$ cat config.mk
export PLATFORM = sky130hd
export DESIGN_NAME = drum_dot_accumulator
export DESIGN_NICKNAME = d
export VERILOG_FILES = /design/src/rtl/drum_dot_accumulator.sv
export SDC_FILE = /design/constraint.sdc
export NUM_CORES = 1
export LEC_CHECK = 0
export BUFFER_PORTS_ARGS = -buffer_cell sky130_fd_sc_hd__buf_2
export CELL_PAD_IN_SITES_DETAIL_PLACEMENT = 1
export CELL_PAD_IN_SITES_GLOBAL_PLACEMENT = 1
export CORE_MARGIN = 1
export CORE_UTILIZATION = 41
export DETAILED_ROUTE_END_ITERATION = 10
export HOLD_SLACK_MARGIN = 0.06
export PLACE_DENSITY = 0.81
export SYNTH_ARGS = -nofsm -noshare
export SYNTH_HDL_FRONTEND = slang
export SYNTH_SLANG_ARGS = --single-unit
$ cat constraint.sdc
create_clock -name clk -period 4.77 [get_ports clk]
set_input_delay 0.2385 -clock clk [delete_from_list [all_inputs] [get_ports clk]]
set_output_delay 0.2385 -clock clk [all_outputs]
set_load 0.03 [all_outputs]
$ cat src/rtl/drum_dot_accumulator.sv
// drum_dot_accumulator: sums unsigned DRUM products over a vector delimited by
// in_last, then holds the saturated sum, beat count and clip flag on a
// valid/ready output until the consumer takes it.
module drum_dot_accumulator #(
  parameter int P     = 8,
  parameter int ACC_W = 16,
  parameter int CNT_W = 8
) (
  input  logic             clk,
  input  logic             rst,
  input  logic             flush,
  input  logic             in_valid,
  output logic             in_ready,
  input  logic [P-1:0]     in_prod,
  input  logic             in_last,
  output logic             out_valid,
  input  logic             out_ready,
  output logic [ACC_W-1:0] out_data,
  output logic [CNT_W-1:0] out_count,
  output logic             out_sat
);

  typedef enum logic {ACCUM = 1'b0, HOLD = 1'b1} state_t;

  state_t           state, state_nxt;
  logic [ACC_W-1:0] acc, acc_nxt;
  logic [CNT_W-1:0] cnt, cnt_nxt;
  logic             sat, sat_nxt;

  // One extra bit so a carry out of the accumulator is visible as overflow.
  logic [ACC_W:0]   sum;
  logic             ovf;
  logic             accept;

  // Beats are only taken while accumulating; flush and reset block the port.
  assign in_ready = (state == ACCUM) && !flush && !rst;
  assign accept   = in_valid && in_ready;

  assign sum = {1'b0, acc} + {{(ACC_W + 1 - P){1'b0}}, in_prod};
  assign ovf = sum[ACC_W];

  // Next-state and accumulator update; defaults hold everything.
  always_comb begin
    state_nxt = state;
    acc_nxt   = acc;
    cnt_nxt   = cnt;
    sat_nxt   = sat;
    case (state)
      ACCUM: begin
        if (flush) begin
          acc_nxt = '0;
          cnt_nxt = '0;
          sat_nxt = 1'b0;
        end else if (accept) begin
          // Clip to all-ones; once clipped, further beats keep it there.
          acc_nxt = ovf ? {ACC_W{1'b1}} : sum[ACC_W-1:0];
          sat_nxt = sat | ovf;
          cnt_nxt = (&cnt) ? cnt : cnt + CNT_W'(1);
          if (in_last) state_nxt = HOLD;
        end
      end
      HOLD: begin
        // flush is deliberately ignored here: the result is already committed.
        if (out_ready) begin
          acc_nxt   = '0;
          cnt_nxt   = '0;
          sat_nxt   = 1'b0;
          state_nxt = ACCUM;
        end
      end
      default: begin
        acc_nxt   = '0;
        cnt_nxt   = '0;
        sat_nxt   = 1'b0;
        state_nxt = ACCUM;
      end
    endcase
  end

  // State register with synchronous reset.
  always_ff @(posedge clk) begin
    if (rst) state <= ACCUM;
    else     state <= state_nxt;
  end

  // Accumulator, beat counter and sticky clip flag.
  always_ff @(posedge clk) begin
    if (rst) begin
      acc <= '0;
      cnt <= '0;
      sat <= 1'b0;
    end else begin
      acc <= acc_nxt;
      cnt <= cnt_nxt;
      sat <= sat_nxt;
    end
  end

  // Result is only visible in HOLD; in ACCUM the data outputs read zero.
  assign out_valid = (state == HOLD);
  assign out_data  = out_valid ? acc : '0;
  assign out_count = out_valid ? cnt : '0;
  assign out_sat   = out_valid & sat;

endmodule

; Yosys cells after proc, flatten, opt, wreduce, memory -nomap -nowiden
; Cells that the tools add are included.
[totals]
elab_cells = 41
reg_bits = 26
out_inout_bits = 27
[op_classes]
bitwise = 3
mux = 21
n_eq_ne = 3
addsub = 2
n_reduce_logical = 8
[ops]
columns = cell, n
row1 = $mux W16, 5
row2 = $mux W8, 5
row3 = $pmux W16 S2, 1
row4 = $add A16 B8 Y17, 1
row5 = $pmux W8 S2, 1
row6 = $add A8 B1 Y8 const B, 1
row7 = $reduce_and A8 Y1, 1
row8 = $mux W1, 7
row9 = $ne A3 B3 Y1 const B, 2
row10 = $pmux W1 S2, 2
row11 = $logic_and A1 B1 Y1, 3
row12 = $reduce_and A3 Y1, 1
row13 = $logic_not A1 Y1, 2
row14 = $ne A2 B2 Y1 const B, 1
row15 = $reduce_and A2 Y1, 1
row16 = $and A1 B1 Y1, 1
row17 = $not A1 Y1, 1
row18 = $or A1 B1 Y1, 1

; Longest topological paths before layout
; Gate-level depths: netlist (run 1).
[logic_depth]
word_depth = 7
mapped_depth = 8
depth_no_buf = 7

; Least setup slack after synthesis (run 1)
; Ideal clock, no wire load.
[synth_timing]
path_type = register to register
startpoint = register acc[0]
endpoint = register acc[8]
t_arrival_ns = 1.916
n_path_buf = 1
setup_time_ns = 0.123
required_ns = 4.647
period_less_slack_ns = 2.038
path_stages_with_launch = 9
slack_ns = 2.732
path_cell_list = dfxtp_1 > ha_1 > fa_1 > a211oi_1 > o21a_1 > a21boi_2 > buf_4 > a22oi_1 > nand3_1
[synth_between]
elab_chain_len = 5
[synth_rtl]
columns = item, line
row1 = start: declaration, 26  ; logic [ACC_W-1:0] acc, acc_nxt;
row2 = start signal: assignment, 93  ; acc <= acc_nxt;
row3 = $add A16 B8 Y17, 39  ; assign sum = {1'b0, acc} + {{(ACC_W + 1 - P){1'b0}}, in_prod};
row4 = $mux W16, 56  ; acc_nxt = ovf ? {ACC_W{1'b1}} : sum[ACC_W-1:0];
row5 = $mux W16, 54  ; end else if (accept) begin
row6 = $mux W16, 50  ; if (flush) begin
row7 = $pmux W16 S2, 48  ; case (state)
; Every way passes these cells. The select of a mux whose other input is x is not followed.
; A chain may end at the register's enable or synchronous reset.

; Final worst setup path (run 1)
[layout_timing]
startpoint = register acc[0]
endpoint = register acc[9]
; The elaborated chain is that of the path after synthesis.

==> results of run 1 <==
[worst max-delay path by stage]
stage | start | endpoint | slack (ns)
CTS | acc[0] | acc[9] | 2.34
global placement | in_prod[0] | acc[9] | 2.48
global route | out_valid | cnt[0] | 2.15
floorplan | acc[0] | acc[8] | 2.73
detailed placement | in_prod[0] | acc[9] | 2.37
finish | acc[0] | acc[9] | 2.34
[through the flow]
stage | util | worst slack (ns) | hold WS, ns | total power, mW
5_1_grt | 0.5096 | 2.146 | 0.1430 | 0.5138
3_3_place_gp | 0.4922 | 2.475 | 0.4395 | 0.2997
4_1_cts | 0.5096 | 2.345 | 0.1350 | 0.4942
2_1_floorplan | - | 2.732 | 0.3301 | 0.2811
6_report | 0.5096 | 2.335 | 0.1416 | 0.4886
3_5_place_dp | 0.4922 | 2.371 | 0.4433 | 0.3018
[critical path: cells and delay by family, from the launching register on]
kind                     cells  cell delay (ns)
AO/OA/AOI/OAI                5             1.33
adder cells (fa/ha/maj)      2             0.65
flip-flops                   1             0.34
[registers in the layout, indices dropped and copies added (netlist names)]
name and cells:
cnt 8, sat 1, out_valid 1, acc 16
[area by class of cell]
cell class / instances / area (um^2)
fill: 524 / 2018
multi-input combinational: 176 / 1227
sequential: 26 / 520.5
timing repair buffer: 40 / 200.2
tap: 50 / 62.56
clock buffer: 3 / 41.29
clock inverter: 1 / 30.03
inverter: 4 / 15.01
[report_power, final]
| part | switching (mW) | total, mW | internal (mW) |
|---|---|---|---|
| sequential | 0.00574 | 0.227 | 0.221 |
| clock | 0.0788 | 0.191 | 0.113 |
| combinational | 0.0449 | 0.0707 | 0.0258 |
| total | 0.129 | 0.489 | 0.359 |
[logic make-up (layout without fill, tap and decap cells)]
| family | after synthesis | count (layout) | synth area share |
|---|---|---|---|
| AND/OR/NAND/NOR | 92 | 92 | 0.2800 |
| AO/OA/AOI/OAI | 62 | 62 | 0.2682 |
| flip-flops | 26 | 26 | 0.2883 |
| XOR/XNOR | 12 | 12 | 0.05822 |
| buffers and inverters | 12 | 48 | 0.03188 |
| adder cells (fa/ha/maj) | 10 | 10 | 0.07346 |
[per-layer routing]
metal,vias up,global-route usage,wire (um)
met5,-,0,0
li1,864,-,-
met1,848,0.3045,2395
met3,5,0.02667,153
met2,36,0.3615,2131
met4,0,0.06771,52
[cells in the mapped netlist (all sizes together), types with 3 or more instances]
master	n	area, um^2
nand3	9	45.04
and2	24	150.1
inv	4	15.01
ha	9	112.6
xor2	9	78.83
nand2	19	71.32
o21ai	10	65.07
xnor2	3	26.28
nor2	15	56.30
or4	3	22.52
buf	3	23.77
a211oi	4	30.03
a21o	4	32.53
dfxtp	26	520.5
and3	3	18.77
or3	3	18.77
nand4	7	43.79
a21oi	17	96.35
clkbuf	5	18.77
o211ai	4	35.03
==> flow_summary.json, run 1 <==
{
  "status": "finished, final reports clean",
  "r2r-start": "acc[0]",
  "syn_to_final_growth_pct": 16.15,
  "p_per_area_nw_per_um2": 233.0,
  "slew_violations": 0,
  "syn_area_um2": 1805,
  "ys.warnings.count": 0,
  "viasPerCell": 5.843,
  "fin_crit_ns": 2.435,
  "ys.flop_type": "dfxtp_1",
  "synth-seq-area-share": 0.2883,
  "min-delay-start": "out_ready",
  "grt_max_degree": 32,
  "p_leak_nw": 0.8822,
  "drc_errors": 0,
  "finalSetupTns_ns": 0,
  "crit_slowest_cell": "fa_1",
  "drt_wl_total_um": 4732,
  "post_cts_resized": 0,
  "setup.worst_path.end_class": "register",
  "r2r_slack_ns": 2.34,
  "maxCapViolCount": 0,
  "grt_pass1_vias": 1649,
  "postRouteAntennaNets": 0,
  "stdcell_area_um2": 2097,
  "grt_pass1_wl_um": 7790,
  "synthArstFlopShare": 0,
  "cts_num_sinks": 26,
  "critPathLaunchType": "register",
  "worst-endpoint-required_ns": 4.94,
  "drive_gt1_frac": 0.2360,
  "clk_latency_ns": 0.28,
  "dr.first_iter.drc_count": 74,
  "hp-class": "input port to register",
  "synthesis.instances": 214,
  "ioPinCount": 41,
  "setup_viol": 0,
  "layout_commonest_cell": "buf_2",
  "h-tree-depth": 1,
  "ys_types": 57,
  "synth_edf_count": 0,
  "antenna_cells": 0,
  "dp_hpwl_um": 3482,
  "gr-total-overflow": 0,
  "postSynthAreaPerCell_um2": 8.437,
  "num-nets-final": 275,
  "drtPass1Iterations": 4,
  "place_congestion": 0.8335,
  "via_count": 1753,
  "port_buffers": 40,
  "hold_end": "out_valid",
  "rsz0062_at_grt": "no",
  "synth_seq_cells": 26,
  "slew_headroom": 0.2730,
  "start_util": 0.4387,
  "final_cells": 300,
  "timing.rr.end": "acc[9]",
  "timing.final.crit_share": 0.5104,
  "path_clk_slew_ns": 0.10,
  "finalHoldViolations": 0,
  "syn-num-nets": 238,
  "die_w_um": 68.36,
  "fin_skew_ns": 0.002864,
  "rr_worst_depth": 7,
  "slowest_delay_ns": 0.43,
  "grtUsageTotal": 0.2229,
  "place_area_um2": 2026,
  "tightest_slew_ns": 1.085,
  "path_class": "register to register",
  "die_height_um": 68.36,
  "vdd_drop_max_uv": 99.74,
  "crit_arrival_ns": 2.60,
  "fmaxAchievable_ghz": 0.4107,
  "routedWlPerCell_um": 15.77,
  "place_inst": 296,
  "cts_hold_buf": 0,
  "crit_chain": "ha_1, fa_1, a211oi_1, o21a_1, a21boi_2, a221oi_1, a31oi_1",
  "antenna_found_initial": 0,
  "dieArea_um2": 4673,
  "num_rows": 23,
  "tritoncts": "done",
  "cts.root.buffer_cell": "clkbuf_8",
  "core_area_um2": 4115,
  "final_cell_mix": "buf_2, dfxtp_1, and2_1",
  "numCtsBuffers": 3,
  "worstHoldPathCells": 2,
  "clockBufferDepth": 2,
  "worstPathMaxFanout": 11,
  "cts_setup_buffers": 0
}
(Power assumes the default switching activity.)
==> inputs of run 2 (changes only) <==
Settings changed: ABC_AREA from default to 1, CORE_UTILIZATION 41 to 37, PLACE_DENSITY 0.81 to 0.78.
Clock period 4.77 ns to 2.37 ns, I/O delays scaled along.
==> run 2 against run 1 <==
Synthesized cell count is 50% higher. Worst setup slack got worse by 2.0 ns. Hold slack better by 0.013 ns.
==> flow_summary.json, run 2 <==
{
  "cts.root.buffer_cell": "clkbuf_8",
  "synthesis.instances": 321,
  "rr_worst_depth": 10,
  "yosysMostFrequentCell": "nand2_1",
  "antenna_cells": 0,
  "hp-class": "input port to register",
  "finalSetupTns_ns": 0,
  "port_buffers": 40,
  "vdd_drop_max_uv": 317.3,
  "place_area_um2": 2213,
  "setup.worst_path.end_class": "register",
  "stdcell_area_um2": 2302,
  "clockBufferDepth": 2,
  "netlist_top_cells_count": "nand2_1, inv_1, a21oi_1, dfxtp_1, nor2_1",
  "worstHoldPathCells": 3,
  "maxCapViolCount": 0,
  "postSynthAreaPerCell_um2": 6.077,
  "h-tree-depth": 1,
  "gr-total-overflow": 0,
  "cpMostUsedCell": "nand2_1",
  "setup_viol": 0,
  "tritoncts": "done",
  "rsz0062_at_grt": "no",
  "min-delay-start": "out_ready",
  "fillers": 728,
  "timing.rr.end": "acc[0]",
  "start_util": 0.3819,
  "path_clk_slew_ns": 0.10,
  "drc_errors": 0,
  "r2r-start": "acc[0]",
  "synth_seq_cells": 26,
  "drive_gt1_frac": 0.1611,
  "viasPerCell": 4.805,
  "crit_chain": "ha_1, fa_1, nand2_1, nand2_1, nand4_1, nand2_1, nand3_4, inv_1, o21ai_0, a21oi_1",
  "dr.first_iter.drc_count": 31,
  "slowest_delay_ns": 0.39,
  "crit_arrival_ns": 2.21,
  "path_class": "register to register",
  "antenna_found_initial": 0,
  "path_buf_inv": 1,
  "synth_edf_count": 0,
  "p_leak_nw": 1.354,
  "num_rows": 26,
  "worstPathMaxFanout": 10,
  "fmaxAchievable_ghz": 0.4878,
  "syn_to_final_growth_pct": 18.02,
  "drtPass1Iterations": 4,
  "p_per_area_nw_per_um2": 421.1,
  "dp_hpwl_um": 4004,
  "routedWlPerCell_um": 12.06,
  "via_count": 2066,
  "ys.flop_type": "dfxtp_1",
  "synth_top_area_frac": 0.2668,
  "num-nets-final": 385,
  "finalHoldViolations": 0,
  "drt_wl_total_um": 5184,
  "die_height_um": 74.61,
  "numCtsBuffers": 3,
  "gr-max-usage-layer": "met2",
  "grt_pass1_wl_um": 8887,
  "postRouteAntennaNets": 0,
  "worst-endpoint-required_ns": 2.53,
  "fin_skew_ns": 0.003226,
  "final_cell_mix": "nand2_1, inv_1, buf_2",
  "synth_top_cell_by_area": "dfxtp_1",
  "synth-seq-area-share": 0.2668,
  "met3_usage": 0.03079,
  "largestRegisters": "acc: 16 flops, cnt: 8 flops",
  "timing.final.crit_share": 0.8650,
  "r2r_slack_ns": 0.32,
  "grtUsageTotal": 0.2037,
  "ys.warnings.count": 0,
  "core_area_um2": 5107,
  "whs_ns": 0.1543,
  "gr-usage-met2": 0.3283,
  "dieArea_um2": 5567,
  "cts_num_sinks": 26,
  "hold_end": "out_valid",
  "die_w_um": 74.61,
  "met1_usage": 0.2879,
  "largest_reg_flops": 16,
  "top_register": "acc",
  "slew_violations": 0,
  "syn-num-nets": 345,
  "slew_headroom": 0.6278,
  "ioPinCount": 41,
  "critPathLaunchType": "register",
  "clk_latency_ns": 0.28,
  "grt_pass1_vias": 1938,
  "fin_crit_ns": 2.050,
  "place_congestion": 0.7847,
  "layout_commonest_cell": "nand2_1",
  "synthTopCellsByArea": "dfxtp_1, nand2_1, inv_1",
  "ys_types": 32,
  "crit_slowest_cell": "fa_1",
  "tightest_slew_ns": 0.5576,
  "status": "finished, final reports clean",
  "crit_family": "adder cells",
  "grt_max_degree": 22,
  "synthArstFlopShare": 0,
  "syn_area_um2": 1951
}
==> run 2: cell count changes after synthesis, sizes merged, moves of 4 or more <==
cell	previous run	this run
o211ai	4	0
nand2	19	110
o21ai	10	17
nor2	15	24
xor2	9	3
inv	4	62
nand3	9	19
a21oi	17	26
and2	24	1
==> run 2: routing by layer <==
| metal | wire (um) | share of wire | up-vias |
|---|---|---|---|
| met5 | 0 | 0 | - |
| met2 | 2380 | 0.46 | 33 |
| li1 | - | - | 1065 |
| met4 | 59 | 0.011 | 0 |
| met3 | 150 | 0.029 | 7 |
| met1 | 2593 | 0.50 | 961 |
==> run 2: cells by family (layout without fill, tap and decap cells) <==
| kind of cell | Yosys count | in the layout | synth area share |
|---|---|---|---|
| adder cells (fa/ha/maj) | 10 | 10 | 0.06799 |
| buffers and inverters | 70 | 109 | 0.1398 |
| AND/OR/NAND/NOR | 161 | 161 | 0.3695 |
| flip-flops | 26 | 26 | 0.2668 |
| XOR/XNOR | 6 | 6 | 0.02695 |
| AO/OA/AOI/OAI | 48 | 48 | 0.1289 |
==> run 2: per-stage QoR <==
step	setup slack, ns	util	instances	power (mW)
6_report	0.3200	0.4508	430	0.9694
5_1_grt	0.07920	0.4508	430	1.018
4_1_cts	0.2631	0.4493	430	0.9841
3_5_place_dp	0.2884	0.4334	425	0.5955
3_3_place_gp	0.3473	0.4334	425	0.5925
2_1_floorplan	0.5961	-	321	0.5540
==> run 2: where the power goes <==
part,switching [mW],internal [mW]
Sequential,0.00710,0.443
Clock,0.157,0.227
Combinational,0.0897,0.0461
Total,0.253,0.716
==> run 2: cell type report <==
class / count / area, um^2 / area share
clock buffers: 3 / 41.29 / 0.01793
clock inverters: 1 / 30.03 / 0.01304
inverters: 62 / 232.7 / 0.1011
multi-input cells: 225 / 1165 / 0.5060
flip-flops and latches: 26 / 520.5 / 0.2261
well taps: 70 / 87.58 / 0.03804
repair buffers: 43 / 225.2 / 0.09783
==> run 2: worst max path at each step <==
| stage | slack, ns | start | depth (start not counted) | end |
|---|---|---|---|---|
| after detailed placement | 0.29 | acc[0] | 10 | acc[0] |
| after floorplan | 0.60 | acc[0] | 10 | acc[3] |
| after global placement | 0.35 | acc[0] | 10 | acc[0] |
| final | 0.32 | acc[0] | 10 | acc[0] |
| after CTS | 0.26 | acc[0] | 10 | acc[0] |
| after global routing | 0.08 | acc[0] | 10 | acc[5] |
==> run 2: timing repair <==
action | CTS | global route
resized for setup | 0 | 1
hold buffers | 1 | 0
hold endpoints to repair | 1 | 0
setup buffers | 0 | 0
endpoints found under the setup margin | 0 | 1
==> run 2: worst min-delay path, delay by kind of cell <==
| family | cells | cell delay [ns] |
|---|---|---|
| simple gates | 1 | 0.12 |
| buf+inv | 1 | 0.07 |
| compound gates | 1 | 0.07 |
==> inputs of run 3 (changes only) <==
Settings changed: CORE_UTILIZATION 37 to 34, PLACE_DENSITY 0.78 to 0.76.
Clock period 2.37 ns to 1.76 ns, I/O delays scaled along.
==> run 3 against run 2 <==
Wire length up 12%. Largest cell class unchanged. Sequential power up 35%. The flow now finishes with violations (setup timing). Sequential cell count unchanged. Maximum frequency up 16%. Critical path depth up 1. Clock power up 34%. First-iteration DRC count rose to 2.7 times the previous value.
==> flow_summary.json, run 3 (same netlist as run 2, synthesis figures left out) <==
{
  "status": "finished, violations left",
  "violations": "setup timing",
  "finalHoldViolations": 0,
  "drt_wl_total_um": 5811,
  "port_buffers": 40,
  "core_area_um2": 5507,
  "clockBufferDepth": 2,
  "final_cell_mix": "nand2_1, inv_1, buf_2",
  "hp-class": "input port to register",
  "antenna_found_initial": 0,
  "clk_latency_ns": 0.28,
  "vdd_drop_max_uv": 472.6,
  "path_class": "register to register",
  "grt_pass1_wl_um": 9846,
  "drc_errors": 0,
  "place_congestion": 0.8316,
  "h-tree-depth": 1,
  "fin_crit_ns": 1.766,
  "timing.final.crit_share": 1.004,
  "top_register": "acc",
  "dp_worst_setup_slack_ns": -0.1640,
  "via_count": 2135,
  "gr-usage-met2": 0.3566,
  "layout_commonest_cell": "nand2_1",
  "p_leak_nw": 1.449,
  "finalSetupTns_ns": -0.006174,
  "setup_slack_ns": -0.006174,
  "tritoncts": "done",
  "rr_worst_depth": 11,
  "viasPerCell": 4.734,
  "dieArea_um2": 6044,
  "slew_violations": 0,
  "die_height_um": 77.75,
  "crit_arrival_ns": 1.93,
  "critPathLaunchType": "register",
  "maxCapViolCount": 0,
  "start_util": 0.3542,
  "largest_reg_flops": 16,
  "drive_gt1_frac": 0.2691,
  "gr-max-usage-layer": "met2",
  "tightest_slew_ns": 0.5816,
  "numCtsBuffers": 3,
  "cts.root.buffer_cell": "clkbuf_8",
  "grtUsageTotal": 0.1995,
  "met3_usage": 0.02588,
  "p_total_mw": 1.347,
  "p_per_area_nw_per_um2": 524.0,
  "routedWlPerCell_um": 12.88,
  "grt_pass1_vias": 2190,
  "grt_max_degree": 26,
  "worstPathMaxFanout": 6,
  "postRouteAntennaNets": 0,
  "path_clk_slew_ns": 0.10,
  "fin_skew_ns": 0.002573,
  "rsz0062_at_grt": "yes",
  "drtPass1Iterations": 4,
  "fmaxAchievable_ghz": 0.5662,
  "slew_headroom": 0.6119,
  "ioPinCount": 41,
  "fillers": 752,
  "setup.worst_path.end_class": "register",
  "antenna_cells": 0,
  "dp_hpwl_um": 4299,
  "largestRegisters": "acc: 16 flops, cnt: 8 flops",
  "dr.first_iter.drc_count": 83,
  "met1_usage": 0.2564,
  "cts_num_sinks": 26,
  "worstHoldPathCells": 4,
  "setup_viol": 1,
  "die_w_um": 77.75,
  "num-nets-final": 404,
  "gr-total-overflow": 0,
  "worst-endpoint-required_ns": 1.93,
  "syn_to_final_growth_pct": 31.82,
  "num_rows": 27
}
run 3: layout make-up:
| type | instances | area, um^2 | area share |
|---|---|---|---|
| Multi-Input combinational cell | 225 | 1280 | 0.4978 |
| Sequential cell | 26 | 521.8 | 0.2029 |
| Timing Repair Buffer | 62 | 375.4 | 0.1460 |
| Inverter | 62 | 232.7 | 0.09051 |
| Tap cell | 72 | 90.09 | 0.03504 |
| Clock buffer | 3 | 41.29 | 0.01606 |
| Clock inverter | 1 | 30.03 | 0.01168 |
run 3: timing repair:
| action | in CTS | in global routing |
|---|---|---|
| endpoints found under the hold margin | 1 | 0 |
| buffers inserted | 2 | 3 |
| cloned | 0 | 0 |
| resized for setup | 12 | 22 |
| pin swaps | 1 | 4 |
| hold buffers | 1 | 0 |
| endpoints found under the setup margin | 17 | 17 |
run 3: worst paths after layout:
kind	end	slack, ns	start
worst max-delay path	acc[14]	-0.006	acc[0]
worst min-delay path	acc[12]	0.11	rst
worst max register to register	acc[14]	-0.006	acc[0]
worst min register to register	sat	0.49	sat
run 3: per-layer routing:
| layer | share of wire | routed length, um |
|---|---|---|
| met5 | 0 | 0 |
| met4 | 0.010 | 60 |
| met3 | 0.028 | 165 |
| met2 | 0.49 | 2872 |
| met1 | 0.47 | 2713 |
run 3: critical path, stage by stage (launching register included):
cell and delay [ns]:
dfxtp_2 0.35, ha_4 0.16, fa_2 0.34, nand2_2 0.09, nand2_2 0.07, nand4_1 0.13
nand2_2 0.09, nand3_4 0.10, buf_6 0.12, nand3_1 0.08, nand2_1 0.06, a21oi_1 0.06
run 3: where the power goes:
part | switching [mW] | internal [mW]
clock | 0.210 | 0.305
sequential | 0.00996 | 0.597
combinational | 0.137 | 0.0878
total | 0.357 | 0.990
run 3: metrics by stage:
| step | std cells | hold WS [ns] | util | cell area (um^2) |
|---|---|---|---|---|
| 2_1_floorplan | 321 | 0.2007 | - | 1961 |
| 3_5_place_dp | 441 | 0.3058 | 0.4233 | 2331 |
| 6_report | 451 | 0.1105 | 0.4669 | 2571 |
| 5_1_grt | 451 | 0.1297 | 0.4669 | 2571 |
| 3_3_place_gp | 441 | 0.3013 | 0.4233 | 2331 |
| 4_1_cts | 448 | 0.1110 | 0.4447 | 2449 |
